### src/rtl/ddr_ram_burst_arbiter.sv
// Two-master burst arbiter and sequencer for a simple dual-port RAM.
// Grants one write or read burst at a time using round-robin arbitration.
// It drives the RAM ports beat by beat. Read data is returned through a
// 2-entry buffer that hides the RAM read latency.
module ddr_ram_burst_arbiter #(
  parameter int unsigned DATA_WIDTH = 8,
  parameter int unsigned ADDR_WIDTH = 9,
  parameter int unsigned LEN_WIDTH  = 8,
  parameter string       OUTPUT_REG = "TRUE"
) (
  input  logic                  clk,
  input  logic                  rst_n,
  input  logic                  m0_cmd_valid,
  output logic                  m0_cmd_ready,
  input  logic                  m0_cmd_write,
  input  logic [ADDR_WIDTH-1:0] m0_cmd_addr,
  input  logic [LEN_WIDTH-1:0]  m0_cmd_len,
  input  logic [DATA_WIDTH-1:0] m0_wdata,
  input  logic                  m0_wvalid,
  output logic                  m0_wready,
  output logic [DATA_WIDTH-1:0] m0_rdata,
  output logic                  m0_rvalid,
  input  logic                  m0_rready,
  output logic                  m0_rlast,
  input  logic                  m1_cmd_valid,
  output logic                  m1_cmd_ready,
  input  logic                  m1_cmd_write,
  input  logic [ADDR_WIDTH-1:0] m1_cmd_addr,
  input  logic [LEN_WIDTH-1:0]  m1_cmd_len,
  input  logic [DATA_WIDTH-1:0] m1_wdata,
  input  logic                  m1_wvalid,
  output logic                  m1_wready,
  output logic [DATA_WIDTH-1:0] m1_rdata,
  output logic                  m1_rvalid,
  input  logic                  m1_rready,
  output logic                  m1_rlast,
  output logic                  ram_we,
  output logic [ADDR_WIDTH-1:0] ram_waddr,
  output logic [DATA_WIDTH-1:0] ram_wdata,
  output logic                  ram_re,
  output logic [ADDR_WIDTH-1:0] ram_raddr,
  input  logic [DATA_WIDTH-1:0] ram_rdata,
  output logic                  busy
);

  // 1 when the RAM read data arrives one cycle after re.
  localparam bit OutReg = (OUTPUT_REG == "TRUE");

  typedef enum logic [1:0] {StIdle, StWrite, StRead, StDrain} state_e;
  state_e state_q, state_d;

  logic                  owner_q, last_grant_q;
  logic [ADDR_WIDTH-1:0] addr_q;
  logic [LEN_WIDTH-1:0]  len_q, cnt_q;
  logic                  inflight_q, inflight_last_q;
  logic [DATA_WIDTH-1:0] buf_data_q [2];
  logic [1:0]            buf_last_q;
  logic                  wr_ptr_q, rd_ptr_q;
  logic [1:0]            occ_q, occ_d;

  logic                  grant1, accept, sel_write, wvalid_own, rready_own;
  logic                  beat_last, wbeat, issue, push, pop, push_last, rvalid_any;
  logic [DATA_WIDTH-1:0] head_data;
  logic                  head_last;

  // Arbitration, beat handshakes and read-issue decision.
  always_comb begin
    // Both requesting: the master not granted last wins.
    grant1     = m1_cmd_valid & (~m0_cmd_valid | ~last_grant_q);
    accept     = (state_q == StIdle) & (m0_cmd_valid | m1_cmd_valid);
    sel_write  = grant1 ? m1_cmd_write : m0_cmd_write;
    wvalid_own = owner_q ? m1_wvalid : m0_wvalid;
    rready_own = owner_q ? m1_rready : m0_rready;
    beat_last  = (cnt_q == len_q);
    wbeat      = (state_q == StWrite) & wvalid_own;
    rvalid_any = (occ_q != 2'd0);
    pop        = rvalid_any & rready_own;
    // Only issue when the beat is guaranteed a buffer slot on arrival.
    issue      = (state_q == StRead) &
                 (({1'b0, occ_q} + {2'b00, OutReg & inflight_q}) < (3'd2 + {2'b00, pop}));
    push       = OutReg ? inflight_q : issue;
    push_last  = OutReg ? inflight_last_q : beat_last;
    occ_d      = occ_q + {1'b0, push} - {1'b0, pop};
    head_data  = buf_data_q[rd_ptr_q];
    head_last  = buf_last_q[rd_ptr_q];
  end

  // State register.
  always_ff @(posedge clk or negedge rst_n) begin
    if (!rst_n) state_q <= StIdle;
    else        state_q <= state_d;
  end

  // Next-state logic.
  always_comb begin
    state_d = state_q;
    unique case (state_q)
      StIdle:  if (accept) state_d = sel_write ? StWrite : StRead;
      StWrite: if (wbeat && beat_last) state_d = StIdle;
      StRead:  if (issue && beat_last) state_d = StDrain;
      StDrain: if (occ_d == 2'd0) state_d = StIdle;
      default: state_d = StIdle;
    endcase
  end

  // Burst context: owner, round-robin history, address and beat counter.
  always_ff @(posedge clk or negedge rst_n) begin
    if (!rst_n) begin
      owner_q      <= 1'b0;
      last_grant_q <= 1'b1;
      addr_q       <= '0;
      len_q        <= '0;
      cnt_q        <= '0;
    end else if (accept) begin
      owner_q      <= grant1;
      last_grant_q <= grant1;
      addr_q       <= grant1 ? m1_cmd_addr : m0_cmd_addr;
      len_q        <= grant1 ? m1_cmd_len : m0_cmd_len;
      cnt_q        <= '0;
    end else if (wbeat || issue) begin
      addr_q       <= addr_q + ADDR_WIDTH'(1);
      cnt_q        <= cnt_q + LEN_WIDTH'(1);
    end
  end

  // Track the read that is still in the RAM output register.
  always_ff @(posedge clk or negedge rst_n) begin
    if (!rst_n) begin
      inflight_q      <= 1'b0;
      inflight_last_q <= 1'b0;
    end else begin
      inflight_q      <= OutReg & issue;
      inflight_last_q <= issue & beat_last;
    end
  end

  // 2-entry read return buffer.
  always_ff @(posedge clk or negedge rst_n) begin
    if (!rst_n) begin
      buf_data_q[0] <= '0;
      buf_data_q[1] <= '0;
      buf_last_q    <= '0;
      wr_ptr_q      <= 1'b0;
      rd_ptr_q      <= 1'b0;
      occ_q         <= 2'd0;
    end else begin
      if (push) begin
        buf_data_q[wr_ptr_q] <= ram_rdata;
        buf_last_q[wr_ptr_q] <= push_last;
        wr_ptr_q             <= ~wr_ptr_q;
      end
      if (pop) rd_ptr_q <= ~rd_ptr_q;
      occ_q <= occ_d;
    end
  end

  // Output decode; cmd_ready is also forced low while reset is held.
  always_comb begin
    m0_cmd_ready = rst_n & accept & ~grant1;
    m1_cmd_ready = rst_n & accept & grant1;
    m0_wready    = (state_q == StWrite) & ~owner_q;
    m1_wready    = (state_q == StWrite) & owner_q;
    m0_rvalid    = rvalid_any & ~owner_q;
    m1_rvalid    = rvalid_any & owner_q;
    m0_rdata     = m0_rvalid ? head_data : '0;
    m1_rdata     = m1_rvalid ? head_data : '0;
    m0_rlast     = m0_rvalid & head_last;
    m1_rlast     = m1_rvalid & head_last;
    ram_we       = wbeat;
    ram_waddr    = wbeat ? addr_q : '0;
    ram_wdata    = wbeat ? (owner_q ? m1_wdata : m0_wdata) : '0;
    ram_re       = issue;
    ram_raddr    = issue ? addr_q : '0;
    busy         = (state_q != StIdle);
  end

endmodule

### config.mk
export PLATFORM = sky130hd
export DESIGN_NAME = ddr_ram_burst_arbiter
export DESIGN_NICKNAME = d
export VERILOG_FILES = /design/src/rtl/ddr_ram_burst_arbiter.sv
export SDC_FILE = /design/constraint.sdc
export NUM_CORES = 1
export LEC_CHECK = 0
export CAP_MARGIN = 10
export CORE_UTILIZATION = 48
export DETAILED_ROUTE_END_ITERATION = 7
export GPL_ROUTABILITY_DRIVEN = 0
export GPL_TIMING_DRIVEN = 0
export PLACE_DENSITY_LB_ADDON = 0.08
export RECOVER_POWER = 25
export SLEW_MARGIN = 20
export SYNTH_ARGS = -nofsm -noshare
export SYNTH_HDL_FRONTEND = slang
export SYNTH_SLANG_ARGS = --single-unit
### constraint.sdc
create_clock -name clk -period 6.7 [get_ports clk]
set_input_delay 1.34 -clock clk [delete_from_list [all_inputs] [get_ports clk]]
set_output_delay 1.34 -clock clk [all_outputs]
set_load 0.05 [all_outputs]
Word-level counts from Yosys, hierarchy flattened

Cells that the tools add are included.

Flip-flop bits (word level): 53
Output and inout port bits: 53
Logic and storage cells: 103

Add/subtract/negate cells: 6
$lt $le $gt $ge: 7
Eq/ne operators: 8
Mux-type cells: 32
Bitwise gates (word level): 25
Reduce and logical (&&, ||, !) cells: 11

Operators by type and width:

| operator              | number |
|---|---|
| $mux W8               | 11 |
| $mux W9               | 5 |
| $bwmux W16            | 1 |
| $and A1 B1 Y1         | 15 |
| $mux W2               | 5 |
| $add A9 B1 Y9 const B | 1 |
| $add A8 B1 Y8 const B | 1 |
| $demux W8 S1          | 1 |
| $eq A8 B8 Y1          | 1 |
| $pmux W2 S4           | 1 |
| $mux W1               | 6 |
| $not A1 Y1            | 6 |
| $reduce_bool A2 Y1    | 3 |
| $eq A2 B2 Y1 const B  | 2 |
| $ge A2 B2 Y1 const B  | 2 |
| $logic_and A1 B1 Y1   | 4 |
| $logic_not A2 Y1      | 2 |
| $lt A1 B2 Y1 const B  | 2 |
| $ne A2 B1 Y1 const B  | 2 |
| $ne A2 B2 Y1 const B  | 2 |
| $not A1 Y2            | 2 |
| $reduce_and A4 Y1     | 1 |
| $add A2 B1 Y3         | 1 |
| $add A2 B1 Y3 const A | 1 |
| 10 further kinds      | 11 |

Longest topological paths before layout

Depth after elaboration: 8
Gate-level depth with buffers: 9

Worst setup path after synthesis

Ideal clock, no wire load.

Path kind: input to output
From: input port m1_rready
To: output port ram_raddr[0]
Arrival time: 3.135 ns
Data required time: 5.360 ns
Setup slack: 2.225 ns
Cell stages on the path: 5
Buffers on the path: 1
Cells stage by stage: mux2i_1 > o31ai_1 > nor3b_1 > clkbuf_1 > and2_1

Word-level cells in the longest chain between the ends: 6

RTL lines:

| what             | line | source |
|---|---|---|
| from (decl)      | 35   | `input logic m1_rready,` |
| $mux W1          | 73   | `rready_own = owner_q ? m1_rready : m0_rready;` |
| $and A1 B1 Y1    | 77   | `pop = rvalid_any & rready_own;` |
| $add A2 B1 Y3    | 80   | `(({1'b0, occ_q} + {2'b00, OutReg & inflight_q}) < (3'd2 + {2'b00, pop}));` |
| $lt A3 B3 Y1     | 80   |  |
| $and A1 B1 Y1    | 79   | `issue = (state_q == StRead) &` |
| named net ram_re | 40   | `output logic ram_re,` |
| $mux W9          | 173  | `ram_raddr = issue ? addr_q : '0;` |
| to (decl)        | 41   | `output logic [ADDR_WIDTH-1:0] ram_raddr,` |

The timed path passes the listed nets, and every way through them passes these cells.

Worst setup path after layout

From: input port m1_cmd_valid
To: output port m1_cmd_ready

Word-level cells in the longest chain between the ends: 4
Elaborated cells between the ends (all ways): 5
Those cells by class: 5 x bitwise

RTL lines:

| what              | line | source |
|---|---|---|
| from (decl)       | 25   | `input logic m1_cmd_valid,` |
| $or A1 B1 Y1      | 70   | `accept = (state_q == StIdle) & (m0_cmd_valid \| m1_cmd_valid);` |
| $and A1 B1 Y1     | 70   |  |
| $and A1 B1 Y1     | 160  | `m1_cmd_ready = rst_n & accept & grant1;` |
| $and A1 B1 Y1 (*) | 160  |  |
| to (decl)         | 26   | `output logic m1_cmd_ready,` |

Every way passes the cells marked *; elsewhere a longest branch is shown, timed or not.

==> metrics <==
DRC violations left=0; Clock H-tree levels=2; Root Driver=clkbuf_8; worst-skew pair later-pin latency=0.32 ns; die extent in y=82.6 µm; first-pass GRT wire length=12.4 mm; Leak=1.90 nW; sequential element share of the synthesized area=42.6%; IO Pins=121; Via Count=2,819; Crit Path Category=in -> out; Global Route met3 Usage=4.51%; hold depth=1; crit-path max FO=10; met1 Usage GRT=27.8%; synth unique cells=42; Worst-Margin Slew=0.871 ns; Max stage delay cell, worst path=clkdlybuf4s50_1; asr flop ratio synth=100%; Slew Viols, Final=0; Max Root-Sink Buffers=2; DR vias/cell=5.40; total negative setup slack=0 ns; post-CTS sizing=0; post-synthesis cell area=3110 µm²; FMAX=184 MHz; Antenna diodes=0; crit-path cells=clkdlybuf4s50_1, a21boi_1, clkbuf_1, and3_1, clkdlybuf4s50_1; PortBufs=120; VDD IR max=323 µV; Worst path most repeated cell=clkdlybuf4s50_1; Reg2Reg Depth=9; CP max stage delay=0.81 ns; share of layout cells above drive strength 1=8.50%; top_reg_cell synth=dfrtp_1; slew margin rel.=41.8%; WHS Endpoint=wr_ptr_q$_DFFE_PN0P_; gr ovfl total=0; Max Cap Violations=0; hold bufs inserted after CTS=0; Final Critical Period=5.42 ns; Total GRT Usage=24.0%; DRT Pass-1 Iters=4; clock skew=0.00867 ns; most common cell after layout, fill and taps aside=clkdlybuf4s50_1; unrepaired setup endpoints after global routing=false; NumNets Final=519; P&R area growth vs syn=44.6%; RR Startpoint=inflight_q$_DFF_PN0_; CTS tree=built; commonest non-fill, non-tap cells in the layout=clkdlybuf4s50_1, dfrtp_1, nor2_1; Hold Crit Class=reg -> reg; met2 Usage GRT=44.6%; Post-synth EDFFs=0; Initial Util=51.1%; Final ANT Viol Nets=0; # Post-CTS Setup Buffers=0; Hold Path Origin=wr_ptr_q$_DFFE_PN0P_; reg2reg end=addr_q[3]$_DFFE_PN0P_; synth warn=0; Site Rows=28; clock slew at reported path FFs=0.10 ns; routed length per instance=15.0 µm; final WL=7.85 mm; Yosys reg bits=53; Gate Count Post-Synth=319; Most Crowded Layer GR=met2; post-synth net total=392; vias in the first global route=2,696; crit share post-route=80.9%; syn avg cell area=9.76 µm²; fin worst setup slack=1.28 ns; Setup crit start kind=input port; drt first-iter violations=105; r2r setup slk=4.22 ns; DIE WIDTH=82.6 µm; largest net degree at the start of global routing=56; worst hold slack=0.501 ns; Hold Vio Cnt, Final=0; Cell Pwr Density=400 nW/µm²; CORE AREA=6100 µm²; outcome=completed; final setup violating endpoints=0; Setup WS pre-CTS=1.30 ns; Worst Path Arrival=4.08 ns; CTS buffer count=5; initial antenna violation count=0; clk sink count=53; required time worst endpoint=5.36 ns; Final HPWL DP=5.99 mm; full die area=6810 µm²; endpoint type of the worst setup path=primary output
registers in the layout, indices dropped and copies added (netlist names), 2 cells and up:
| name | cells |
|---|---|
| buf_data_q | 16 |
| addr_q | 9 |
| cnt_q | 8 |
| len_q | 8 |
| buf_last_q | 2 |
| occ_q | 2 |
| state_q | 2 |
cell usage after synthesis (2+ instances only):
master,number,area [µm²]
buf_2,2,10.0
a211oi_1,10,75.1
nor2b_1,9,56.3
mux2_2,20,225
or3_1,4,25.0
ha_1,5,62.6
nand4_1,4,25.0
nand3_1,7,35.0
xor2_1,4,35.0
and2_1,11,68.8
mux2i_1,32,320
and3_1,11,68.8
o21ai_0,13,65.1
dfrtp_1,52,1300
o211ai_1,4,30.0
a31oi_1,2,12.5
nand2b_1,3,18.8
xnor2_1,16,140
inv_1,5,18.8
nor3b_1,2,15.0
a21boi_0,2,15.0
nand2_1,19,71.3
a21oi_1,12,60.1
nor2_1,41,154
clkbuf_1,12,45.0
worst max-delay path by stage:
stage,slack [ns],end,startpoint,cells after the start
global route,1.09,ram_raddr[7],m1_rready,7
finish,1.28,m1_cmd_ready,m1_cmd_valid,5
CTS,1.28,m1_cmd_ready,m1_cmd_valid,5
detailed placement,1.30,m1_cmd_ready,m1_cmd_valid,5
floorplan,2.23,ram_raddr[0],m1_rready,5
global placement,0.62,m1_cmd_ready,rst_n,3
through the flow:
stage	area (µm²)	cells	util [%]	total power, mW
floorplan	3110	319	-	1.28
global placement	4410	514	72.3	1.58
detailed placement	4410	514	72.3	1.62
CTS	4500	522	73.9	1.81
global route	4500	522	73.9	1.92
finish	4500	522	73.9	1.80
area by class of cell:
class	instances	area [µm²]
timing repair buffer	120	1200
multi-input combinational	245	1690
clock inverter	3	28.8
sequential	53	1330
inverter	5	18.8
fill	452	1590
buffer	16	73.8
tap	75	93.8
clock buffer	5	68.8
cells by family (layout without fill, tap and decap cells):
logic type               after synthesis  after routing  share of synthesized area (%)
XOR/XNOR                              20             20                           5.62
multiplexers                          52             52                           17.5
AO/OA/AOI/OAI                         53             53                           10.9
AND/OR/NAND/NOR                      115            115                           18.4
flip-flops                            53             53                           42.6
adder cells (fa/ha/maj)                5              5                           2.01
buffers and inverters                 21            149                           2.97
critical path: cells and delay by family:
family | cells | cell delay, ns
AOI/OAI and AO/OA | 1 | 0.73
and+or+nand+nor | 1 | 0.22
buffers and inverters | 3 | 1.79
power breakdown:
| part | internal (mW) | leakage [nW] | total (mW) | switching (mW) |
|---|---|---|---|---|
| Combinational | 0.423 | 1.19 | 1.04 | 0.621 |
| Clock | 0.0784 | 0.0506 | 0.197 | 0.119 |
| Sequential | 0.451 | 0.653 | 0.561 | 0.110 |
| Total | 0.953 | 1.90 | 1.80 | 0.850 |
metal layers:
layer	up-vias	wire, µm
met1	1355	3280
met2	79	4140
met5	-	0
li1	1378	-
met4	0	77
met3	7	345
No activity file was read; power rests on OpenSTA's default activity.
